`config.mk`:
```
export PLATFORM = sky130hd
export DESIGN_NAME = deser1_32
export DESIGN_NICKNAME = d
export VERILOG_FILES = /design/src/rtl/deser1_32.sv
export SDC_FILE = /design/constraint.sdc
export NUM_CORES = 1
export LEC_CHECK = 0
export BUFFER_PORTS_ARGS = -buffer_cell sky130_fd_sc_hd__buf_2
export CORE_MARGIN = 2
export CORE_UTILIZATION = 52
export DETAILED_ROUTE_END_ITERATION = 6
export PLACE_DENSITY = 0.82
export SKIP_CTS_REPAIR_TIMING = 1
export SYNTH_ARGS = -nofsm -noshare
export SYNTH_HDL_FRONTEND = slang
export SYNTH_SLANG_ARGS = --single-unit
```
`constraint.sdc`:
```
create_clock -name Clock -period 2.1 [get_ports Clock]
set_clock_uncertainty 0.15 [all_clocks]
set_input_delay 0.105 -clock Clock [delete_from_list [all_inputs] [get_ports Clock]]
set_output_delay 0.105 -clock Clock [all_outputs]
set_load 0.005 [all_outputs]
```
`src/rtl/deser1_32.sv`:
```
`default_nettype none
// ============================================================================
//  Module      : deser1_32
//  Description : 1-to-32 serial-to-parallel deserializer. Serial bits fill a
//                shadow register and each completed word is copied into a held
//                parallel output that stays until the consumer acknowledges it.
//                A sticky flag records bits offered while a word is held.
//  Revision    : 1.0 - initial release
// ============================================================================
module deser1_32 (
    input  logic Clock,
    input  logic Reset,
    input  logic Enable,
    input  logic Data0,
    input  logic Ack,
    output logic Result0,  output logic Result1,  output logic Result2,  output logic Result3,
    output logic Result4,  output logic Result5,  output logic Result6,  output logic Result7,
    output logic Result8,  output logic Result9,  output logic Result10, output logic Result11,
    output logic Result12, output logic Result13, output logic Result14, output logic Result15,
    output logic Result16, output logic Result17, output logic Result18, output logic Result19,
    output logic Result20, output logic Result21, output logic Result22, output logic Result23,
    output logic Result24, output logic Result25, output logic Result26, output logic Result27,
    output logic Result28, output logic Result29, output logic Result30, output logic Result31,
    output logic Valid,
    output logic Ready,
    output logic Count0,
    output logic Count1,
    output logic Count2,
    output logic Count3,
    output logic Count4,
    output logic Overrun
);

    localparam logic [0:0] c_fill = 1'b0;
    localparam logic [0:0] c_full = 1'b1;

    logic [0:0]  r_state;
    logic [0:0]  w_next_state;
    logic [31:0] r_shadow;
    logic [31:0] w_shadow_next;
    logic [31:0] r_result;
    logic [4:0]  r_count;
    logic        r_overrun;
    logic        w_accept;
    logic        w_discard;
    logic        w_last_bit;
    logic        w_ready;
    logic        w_valid;

    // A bit is taken only while filling; a bit offered while holding is lost
    assign w_accept   = Enable & (r_state == c_fill);
    assign w_discard  = Enable & (r_state == c_full);
    assign w_last_bit = (r_count == 5'd31);

    // State register
    always_ff @(posedge Clock) begin
        if (Reset) begin
            r_state <= c_fill;
        end else begin
            r_state <= w_next_state;
        end
    end

    // Next-state: the 32nd accept fills the word, Ack releases it
    always_comb begin
        w_next_state = r_state;
        case (r_state)
            c_fill:  if (w_accept && w_last_bit) w_next_state = c_full;
            c_full:  if (Ack) w_next_state = c_fill;
            default: w_next_state = c_fill;
        endcase
    end

    // Output decode of the handshake flags from the state
    always_comb begin
        w_ready = 1'b0;
        w_valid = 1'b0;
        case (r_state)
            c_fill:  w_ready = 1'b1;
            c_full:  w_valid = 1'b1;
            default: w_ready = 1'b1;
        endcase
    end

    // Shadow image with the incoming bit merged at the current position, so
    // the final accept can copy a complete word in the same edge
    always_comb begin
        w_shadow_next          = r_shadow;
        w_shadow_next[r_count] = Data0;
    end

    // Datapath: shadow fill, bit counter, held word and sticky overrun flag
    always_ff @(posedge Clock) begin
        if (Reset) begin
            r_shadow  <= 32'd0;
            r_count   <= 5'd0;
            r_result  <= 32'd0;
            r_overrun <= 1'b0;
        end else begin
            if (w_accept) begin
                r_shadow <= w_shadow_next;
                r_count  <= r_count + 5'd1;   // wraps 31 -> 0 as FULL is entered
                if (w_last_bit) begin
                    r_result <= w_shadow_next;
                end
            end
            if (w_discard) begin
                r_overrun <= 1'b1;
            end
        end
    end

    assign Ready   = w_ready;
    assign Valid   = w_valid;
    assign Overrun = r_overrun;

    assign Count0 = r_count[0];
    assign Count1 = r_count[1];
    assign Count2 = r_count[2];
    assign Count3 = r_count[3];
    assign Count4 = r_count[4];

    assign Result0  = r_result[0];   assign Result1  = r_result[1];
    assign Result2  = r_result[2];   assign Result3  = r_result[3];
    assign Result4  = r_result[4];   assign Result5  = r_result[5];
    assign Result6  = r_result[6];   assign Result7  = r_result[7];
    assign Result8  = r_result[8];   assign Result9  = r_result[9];
    assign Result10 = r_result[10];  assign Result11 = r_result[11];
    assign Result12 = r_result[12];  assign Result13 = r_result[13];
    assign Result14 = r_result[14];  assign Result15 = r_result[15];
    assign Result16 = r_result[16];  assign Result17 = r_result[17];
    assign Result18 = r_result[18];  assign Result19 = r_result[19];
    assign Result20 = r_result[20];  assign Result21 = r_result[21];
    assign Result22 = r_result[22];  assign Result23 = r_result[23];
    assign Result24 = r_result[24];  assign Result25 = r_result[25];
    assign Result26 = r_result[26];  assign Result27 = r_result[27];
    assign Result28 = r_result[28];  assign Result29 = r_result[29];
    assign Result30 = r_result[30];  assign Result31 = r_result[31];

endmodule
`default_nettype wire

```
=== Word level (Yosys, flattened, before mapping) ===
Cells that the tools add are included.

* Register bits: 71
* Bits of input ports: 5
* Output and inout port bits: 40

* Add/subtract/negate cells: 1
* $lt $le $gt $ge: 2
* Equal/unequal tests: 1
* Multiplexer cells: 8
* Bitwise gates (word level): 3
* Reductions and logical operators: 3

{| class="wikitable"
|+ Operator list
! kind !! count
|-
| $bwmux 32 || 1
|-
| $lt 5x6->1 const B || 1
|-
| $add 5x1->5 const B || 1
|-
| $demux 1 s5 || 1
|-
| $eq 5x5->1 const B || 1
|-
| $ge 5x1->1 const B || 1
|-
| $mux 1 || 5
|-
| $and 1x1->1 || 2
|-
| $logic_and 1x1->1 || 2
|-
| $pmux 1 s2 || 1
|-
| $reduce_and 2->1 || 1
|-
| $not 1->1 || 1
|}

=== Logic depth before layout (Yosys ltp) ===
Gate-level depths: netlist of run 1.

* Word-level depth: 5
* Gate-level depth with buffers: 11

=== Least setup slack after synthesis of run 1 ===
No wires, ideal clock.

* Kind: flip-flop to flip-flop
* Start point: reg r_count[3]
* End point: reg r_state
* Data arrival time: 1896 ps
* Data required time: 1822 ps
* Path slack: -73 ps
* Stages on the path, launching flop included: 12
* Clock period less this slack: 2173 ps
* Cells stage by stage: dfxtp_1 > buf_2 > buf_4 > buf_2 > buf_4 > and3_1 > ha_1 > and3b_1 > buf_4 > buf_2 > a21oi_1 > nor2_1

* Cells in the longest elaborated chain, start to end: 4

{| class="wikitable"
|+ RTL lines
! what !! RTL line !! RTL
|-
| start: declaration || 42 || <nowiki>logic [4:0] r_count;</nowiki>
|-
| start signal: assignment || 102 || <nowiki>r_count <= r_count + 5'd1;</nowiki>
|-
| $eq 5x5->1 || 53 || <nowiki>assign w_last_bit = (r_count == 5'd31);</nowiki>
|-
| $logic_and 1x1->1 || 68 || <nowiki>c_fill: if (w_accept && w_last_bit) w_next_state = c_full;</nowiki>
|-
| $mux 1 || 68 ||
|-
| $pmux 1 s2 || 67 || <nowiki>case (r_state)</nowiki>
|-
| end signal: assignment || 58 || <nowiki>r_state <= c_fill;</nowiki>
|-
| end signal: assignment || 60 || <nowiki>r_state <= w_next_state;</nowiki>
|-
| end: declaration || 37 || <nowiki>logic [0:0] r_state;</nowiki>
|}

Every way passes these cells.
A chain may end at the register's enable or synchronous reset.

=== Worst setup path after layout of run 1 ===
* Start point: reg r_count[1]
* End point: reg r_result[22]

* Cells in the longest elaborated chain, start to end: 5

{| class="wikitable"
|+ RTL lines
! what !! RTL line !! RTL
|-
| $lt 5x6->1 (implied by the code) or $ge 5x1->1 (tied branches) || 89 || <nowiki>w_shadow_next[r_count] = Data0;</nowiki>
|-
| $logic_and 1x1->1 (implied by the code) || 89 ||
|-
| $mux 1 (implied by the code) || 89 ||
|-
| $demux 1 s5 || 89 ||
|-
| $bwmux 32 || 89 ||
|-
| end signal: assignment || 104 || <nowiki>r_result <= w_shadow_next;</nowiki>
|-
| end: declaration || 41 || <nowiki>logic [31:0] r_result;</nowiki>
|}

Parallel ways exist; a longest one is shown, timed or not.

==> summary.json, run 1 <==
{
  "worst_ir_drop_vdd_mv": 0.6490,
  "critical_path_peak_fanout": 48,
  "yosys_warnings": 0,
  "worstSetupStartpointType": "register",
  "grt_start_max_net_pins": 53,
  "wirelength_um": 7831,
  "io_pins": 45,
  "initial_core_util_pct": 53.57,
  "synth-seq-cells": 71,
  "worst_path_most_repeated_cell": "sky130_fd_sc_hd__ha_1",
  "min-delay-path-class": "in -> reg",
  "cts.root.buffer_cell": "sky130_fd_sc_hd__clkbuf_8",
  "worst_flop_to_flop_path_startpoint": "r_count[1]$_SDFFE_PP0P_",
  "dominant_cell_type_by_area_after_synthesis": "sky130_fd_sc_hd__dfxtp_1",
  "dp_hpwl_um": 4750,
  "cts_tree": "yes",
  "worst_skew_pair.late_latency_ns": 0.35,
  "via_count_of_the_first_global_routing_pass": 2691,
  "cts.clk_slew.worst_paths_ns": 0.08,
  "clock-sinks": 71,
  "p_switching_uw": 648.4,
  "route.vias.total": 2777,
  "arrival_time_of_data_at_the_critical_path_endpoint_ns": 2.05,
  "synthDistinctLibCells": 31,
  "worst_slew_pin_slew_ns": 0.6385,
  "final_core_util_pct": 61.92,
  "synthesis.instances": 378,
  "share_seq_of_total_power_pct": 44.5,
  "timing.final.crit_period_ns": 1.938,
  "finalSetupViolations": 0,
  "power.leakage_uw": 0.001821,
  "slowest_delay_ns": 0.44,
  "drv.max_cap_violation_count": 0,
  "switching_share_pct": 21.21,
  "die_extent_in_x_um": 87.67,
  "average_size_of_a_mapped_cell_um2": 9.629,
  "drt.antenna.violating_nets": 0,
  "destination_of_the_worst_register_to_register_timing_path": "r_result[22]$_SDFFE_PP0P_",
  "crit_chain": "ha_1 -> and3_1 -> ha_1 -> and3b_2 -> buf_12 -> nor2_1 -> a211oi_1",
  "power-per-cell-area_nw_per_um2": 726.8,
  "rows": 30,
  "tritoncts.num_buffers": 9,
  "startpoint": "r_count[1]$_SDFFE_PP0P_",
  "clock_tree.htree_level_count": 3,
  "share_clk_of_total_power_pct": 49.0,
  "cellInternalPower_uw": 2409,
  "crit_path_depth": 7,
  "fp.dieArea_um2": 7685,
  "drtIter0Drc": 139,
  "count_of_flip_flops_with_a_built_in_enable_after_synthesis": 0,
  "post_layout_nonfiller_instances": 509,
  "max_freq_ghz": 0.5160,
  "coreArea_um2": 6794,
  "critical_path_required_ns": 2.21,
  "ff2ff_path_depth": 7,
  "max-slew-margin-rel_pct": 57.43,
  "synth-async-reset-ratio_pct": 0,
  "nets": 418,
  "port_buffers": 44,
  "clk_path_buf_depth": 2,
  "worstSetupEndpointType": "register",
  "critPathKind": "reg -> reg",
  "die_height_um": 87.67,
  "antenna_cells": 0,
  "synthesis.area_um2": 3640,
  "drt-wirelength-per-cell_um": 15.39,
  "first_pass_iters": 4,
  "first_pass_grt_wire_length_um": 13120,
  "synth_ff_type": "sky130_fd_sc_hd__dfxtp_1",
  "drc_errors": 0,
  "gp_routability_congestion": 0.7853,
  "synth_sequential_area_ratio_pct": 39.05,
  "rsz0062_at_grt": "no",
  "hold_viol": 0,
  "outcome": "finished, final reports clean",
  "post-place-ws_ns": 0.1823,
  "worst_path_setup_slack_after_routing_ns": 0.1620,
  "dp.cells": 491,
  "fill_cells": 572,
  "critical-path-slowest-cell": "sky130_fd_sc_hd__dfxtp_1",
  "cp_top_family": "flip-flops",
  "antenna_found_initial": 0,
  "combPwrFrac_pct": 6.5,
  "drt-vias-per-instance": 5.456,
  "drv_slew": 0,
  "drive_gt1_share_pct": 22.76,
  "synth_fp_nets": 388,
  "reg2reg_setup_slack_ns": 0.16,
  "gr-usage-all-layers_pct": 21.64,
  "gr-total-overflow": 0,
  "post-synth-top-area-fraction_pct": 39.05,
  "timing.critical_path.buf_inv": 1,
  "netlist_top_cells_area": "sky130_fd_sc_hd__dfxtp_1, sky130_fd_sc_hd__mux2i_1, sky130_fd_sc_hd__a211oi_1",
  "post-route-period-util_pct": 92.28,
  "fin_total_pwr_uw": 3057,
  "syn_to_final_growth_pct": 15.57,
  "endpoint": "r_result[22]$_SDFFE_PP0P_"
}
## cells by family (layout without fill, tap and decap cells)
family / count (synthesis) / count (layout) / synth area share, %
compound gates: 36 / 36 / 7.287
simple gates: 150 / 150 / 26.33
flops: 71 / 71 / 39.05
buf+inv: 48 / 83 / 6.978
fa+ha+maj: 5 / 5 / 1.719
mux: 66 / 66 / 18.15
xor+xnor: 2 / 2 / 0.4814
## per-layer routing
metal  vias to the layer above  share of wire, %  wire (um)  GRT usage (%)
li1                       1390                 -          -              -
met1                      1315                49       3803          29.62
met2                        62                46       3615          34.02
met3                        10               3.7        291          3.770
met4                         0               1.5        120          8.531
met5                         -                 0          0              0
## cell usage in the layout, fill, tap and decap left out, drive strengths merged, types with 5 or more instances in the layout
| cell type | instances |
|---|---|
| clkbuf | 11 |
| and4bb | 10 |
| nor2 | 38 |
| nor4b | 5 |
| nand4b | 12 |
| buf | 61 |
| a211oi | 32 |
| nand2b | 34 |
| ha | 5 |
| nor2b | 5 |
| nand2 | 16 |
| mux2i | 66 |
| dfxtp | 71 |
| nand3 | 17 |
## flip-flops by register name, summed over array words and instances, names as in the netlist
| signal | cells |
|---|---|
| r_count | 5 |
| r_result | 32 |
| r_state | 1 |
| r_shadow | 32 |
| Overrun | 1 |
## power groups by stage
| stage | combinational, uW | clock, uW | sequential (uW) |
|---|---|---|---|
| 6_report | 198 | 1500 | 1360 |
| 3_5_place_dp | 192 | 0 | 1390 |
| 2_1_floorplan | 129 | 0 | 1390 |
| 3_3_place_gp | 190 | 0 | 1390 |
| 5_1_grt | 211 | 1570 | 1360 |
| 4_1_cts | 194 | 1520 | 1360 |
## Yosys cell counts, drive strengths merged (3+ instances only)
master  number
nand4b      12
nor4bb       4
a211oi      32
buf         24
mux2i       66
nand2       16
nand4        4
nor2b        5
clkbuf      20
inv          4
and4bb      10
nand2b      34
ha           5
nor2        38
dfxtp       71
nand3       17
nor4b        5
a21oi        3
## layout make-up
class                      count  area (um2)  share of cell area (%)
inverter                       4       15.01                  0.3569
clock buffer                  11       151.4                   3.599
sequential                    71        1421                   33.79
clock inverter                 5       127.6                   3.034
multi-input combinational    259        1966                   46.73
timing repair buffer          63       405.4                   9.637
tap                           96       120.1                   2.855
## tightest hold or removal path: cells and delay by family
| family | cells | cell delay (ns) |
|---|---|---|
| compound gates | 1 | 0.07 |
| buf+inv | 2 | 0.35 |
## through the flow
| step | setup TNS (ns) | hold WS (ns) | instance area (um2) |
|---|---|---|---|
| 2_1_floorplan | -0.2824 | 0.09857 | 3654 |
| 3_3_place_gp | 0 | 0.2449 | 3908 |
| 3_5_place_dp | 0 | 0.2656 | 3908 |
| 4_1_cts | 0 | -0.1009 | 4187 |
| 5_1_grt | 0 | 0.1093 | 4207 |
| 6_report | 0 | 0.07355 | 4207 |
## worst min-delay path by stage
| stage | slack (ns) | cells past startpoint | from | end |
|---|---|---|---|---|
| global placement | 0.24 | 4 | Ack | r_state$_SDFF_PP0_ |
| CTS | -0.10 | 4 | Ack | r_state$_SDFF_PP0_ |
| global route | 0.11 | 3 | Reset | r_result[14]$_SDFFE_PP0P_ |
| floorplan | 0.1 | 2 | Enable | Overrun$_SDFFE_PP0P_ |
| detailed placement | 0.27 | 4 | Ack | r_state$_SDFF_PP0_ |
| finish | 0.07 | 3 | Reset | r_result[14]$_SDFFE_PP0P_ |
(Power assumes the default switching activity.)
==> inputs of run 2 (changes only) <==
Settings changed: CORE_MARGIN 2 to 5.
==> run 2 against run 1 <==
Effect of this change:
- the run now ends with negative hold slack left
- clock power decreased by 27%
- die area increased by 14%
- total power decreased by 14%
- first-iteration DRC count increased by 45%
- via count increased by 1.2%
- highest routed layer unchanged
- sequential power about the same
- clock-buffer cell count decreased by 1
- register-to-register slack got worse by 0.06 ns
- critical path type unchanged
- final cell count unchanged
==> summary.json, run 2 (synthesis results as in run 1) <==
{
  "first_pass_iters": 5,
  "worst_ir_drop_vdd_mv": 0.3739,
  "worstSetupStartpointType": "register",
  "fin_worst_hold_slack_ns": -0.03583,
  "post_layout_nonfiller_instances": 509,
  "crit_chain": "ha_1 -> and3_1 -> ha_1 -> and3b_2 -> buf_12 -> nor2_1 -> a211oi_1",
  "dp_hpwl_um": 5214,
  "rsz0062_at_grt": "no",
  "critical_path_peak_fanout": 48,
  "drv_slew": 0,
  "fp.dieArea_um2": 8773,
  "drtIter0Drc": 201,
  "min-delay-path-class": "in -> reg",
  "gr-total-overflow": 0,
  "failed_checks": "negative hold slack",
  "coreArea_um2": 6794,
  "clock-sinks": 71,
  "hold_viol": 1,
  "tritoncts.num_buffers": 9,
  "grt_start_max_net_pins": 56,
  "share_seq_of_total_power_pct": 51.6,
  "drt-vias-per-instance": 5.523,
  "max-slew-margin-rel_pct": 59.82,
  "die_height_um": 93.67,
  "dp.cells": 492,
  "clk_path_buf_depth": 2,
  "worst_skew_pair.late_latency_ns": 0.34,
  "die_extent_in_x_um": 93.67,
  "critical_path_required_ns": 2.19,
  "reg2reg_setup_slack_ns": 0.1,
  "cts.clk_slew.worst_paths_ns": 0.07,
  "layout.cells.most_common": "sky130_fd_sc_hd__dfxtp_1",
  "crit_path_depth": 7,
  "first_pass_grt_wire_length_um": 13840,
  "cellInternalPower_uw": 2005,
  "drc_errors": 0,
  "clock_tree.htree_level_count": 3,
  "power.leakage_uw": 0.001782,
  "p_switching_uw": 634.9,
  "antenna_found_initial": 0,
  "timing.critical_path.buf_inv": 1,
  "drt.antenna.violating_nets": 0,
  "gp_routability_congestion": 0.7872,
  "drive_gt1_share_pct": 23.24,
  "combPwrFrac_pct": 7.3,
  "antenna_cells": 0,
  "worst_slew_pin_slew_ns": 0.6027,
  "post-route-period-util_pct": 95.37,
  "outcome": "finished, violations left",
  "final_core_util_pct": 60.52,
  "worst_flop_to_flop_path_startpoint": "r_count[0]$_SDFFE_PP0P_",
  "share_clk_of_total_power_pct": 41.1,
  "finalSetupViolations": 0,
  "destination_of_the_worst_register_to_register_timing_path": "r_result[21]$_SDFFE_PP0P_",
  "startpoint": "r_count[0]$_SDFFE_PP0P_",
  "cp_top_family": "simple AND/OR/NAND/NOR gates",
  "wirelength_um": 8107,
  "route.vias.total": 2811,
  "nets": 418,
  "switching_share_pct": 24.05,
  "io_pins": 45,
  "worst_path_most_repeated_cell": "sky130_fd_sc_hd__ha_1",
  "via_count_of_the_first_global_routing_pass": 2850,
  "power-per-cell-area_nw_per_um2": 642.1,
  "critPathKind": "reg -> reg",
  "cts.root.buffer_cell": "sky130_fd_sc_hd__clkbuf_8",
  "worstSetupEndpointType": "register",
  "layout.cells.most_common_list": "sky130_fd_sc_hd__dfxtp_1, sky130_fd_sc_hd__mux2i_1, sky130_fd_sc_hd__buf_2",
  "layout_top_registers": "r_result: 32 flops, r_shadow: 32 flops, r_count: 5 flops",
  "endpoint": "r_result[21]$_SDFFE_PP0P_",
  "rows": 30,
  "cts_tree": "yes",
  "slowest_delay_ns": 0.45,
  "initial_core_util_pct": 53.57,
  "timing.final.crit_period_ns": 2.003,
  "drt-wirelength-per-cell_um": 15.93,
  "drv.max_cap_violation_count": 0,
  "port_buffers": 44,
  "syn_to_final_growth_pct": 12.96,
  "critical-path-slowest-cell": "sky130_fd_sc_hd__dfxtp_1",
  "max_freq_ghz": 0.4993,
  "gr-usage-all-layers_pct": 19.54,
  "ff2ff_path_depth": 7,
  "arrival_time_of_data_at_the_critical_path_endpoint_ns": 2.09
}
-- run 2: cell types whose count changed in the layout (fill, tap and decap cells not counted), sizes merged --
cell	before	now
buf	61	62
clkinvlp	1	2
clkbuf	11	10
dlygate4sd3	2	1
clkinv	0	3
bufinv	4	1
-- run 2: power groups by stage --
| stage | combinational (uW) | sequential (uW) | clock (uW) |
|---|---|---|---|
| 2_1_floorplan | 129 | 1390 | 0 |
| 3_3_place_gp | 185 | 1390 | 0 |
| 3_5_place_dp | 190 | 1390 | 0 |
| 4_1_cts | 190 | 1360 | 1110 |
| 5_1_grt | 209 | 1360 | 1180 |
| 6_report | 193 | 1360 | 1090 |
-- run 2: worst min-delay path by stage --
stage / from / to / slack (ns) / cells past startpoint
global placement: Ack / r_state$_SDFF_PP0_ / 0.25 / 4
global route: Enable / Overrun$_SDFFE_PP0P_ / 0.03 / 3
finish: Enable / Overrun$_SDFFE_PP0P_ / -0.04 / 3
CTS: Ack / r_state$_SDFF_PP0_ / -0.1 / 4
floorplan: Enable / Overrun$_SDFFE_PP0P_ / 0.1 / 2
detailed placement: Ack / r_state$_SDFF_PP0_ / 0.26 / 4
-- run 2: metal layers --
layer / global-route usage, % / vias to the layer above / part of all wire [%] / routed length (um)
li1: - / 1386 / - / -
met1: 25.07 / 1350 / 46 / 3751
met2: 32.10 / 61 / 48 / 3854
met3: 3.285 / 14 / 4.3 / 349
met4: 8.905 / 0 / 1.9 / 152
met5: 0 / - / 0 / 0
-- run 2: final cells by class --
class | count | area [um2]
Timing Repair Buffer | 63 | 390.4
Clock buffer | 10 | 137.6
Fill cell | 580 | 2683
Multi-Input combinational cell | 259 | 1966
Sequential cell | 71 | 1423
Clock inverter | 6 | 60.06
Inverter | 4 | 15.01
Tap cell | 96 | 120.1
-- run 2: through the flow --
step | setup slack (ns) | hold slack (ns) | setup TNS (ns) | total power [uW] | cell area (um2)
2_1_floorplan | -0.02008 | 0.09857 | -0.2824 | 1520 | 3654
4_1_cts | 0.1327 | -0.09849 | 0 | 2658 | 4100
5_1_grt | 0.02699 | 0.02842 | 0 | 2751 | 4111
3_5_place_dp | 0.1798 | 0.2608 | 0 | 1583 | 3902
6_report | 0.09730 | -0.03583 | 0 | 2640 | 4111
3_3_place_gp | 0.3068 | 0.2477 | 0 | 1576 | 3902
-- run 2: worst register-to-register path, delay by kind of cell, from the launching register on --
| family | cells | cell delay, ns |
|---|---|---|
| AND/OR/NAND/NOR | 3 | 0.48 |
| adder cells (fa/ha/maj) | 2 | 0.34 |
| buffers and inverters | 1 | 0.21 |
| AO/OA/AOI/OAI | 1 | 0.26 |
| flip-flops | 1 | 0.45 |
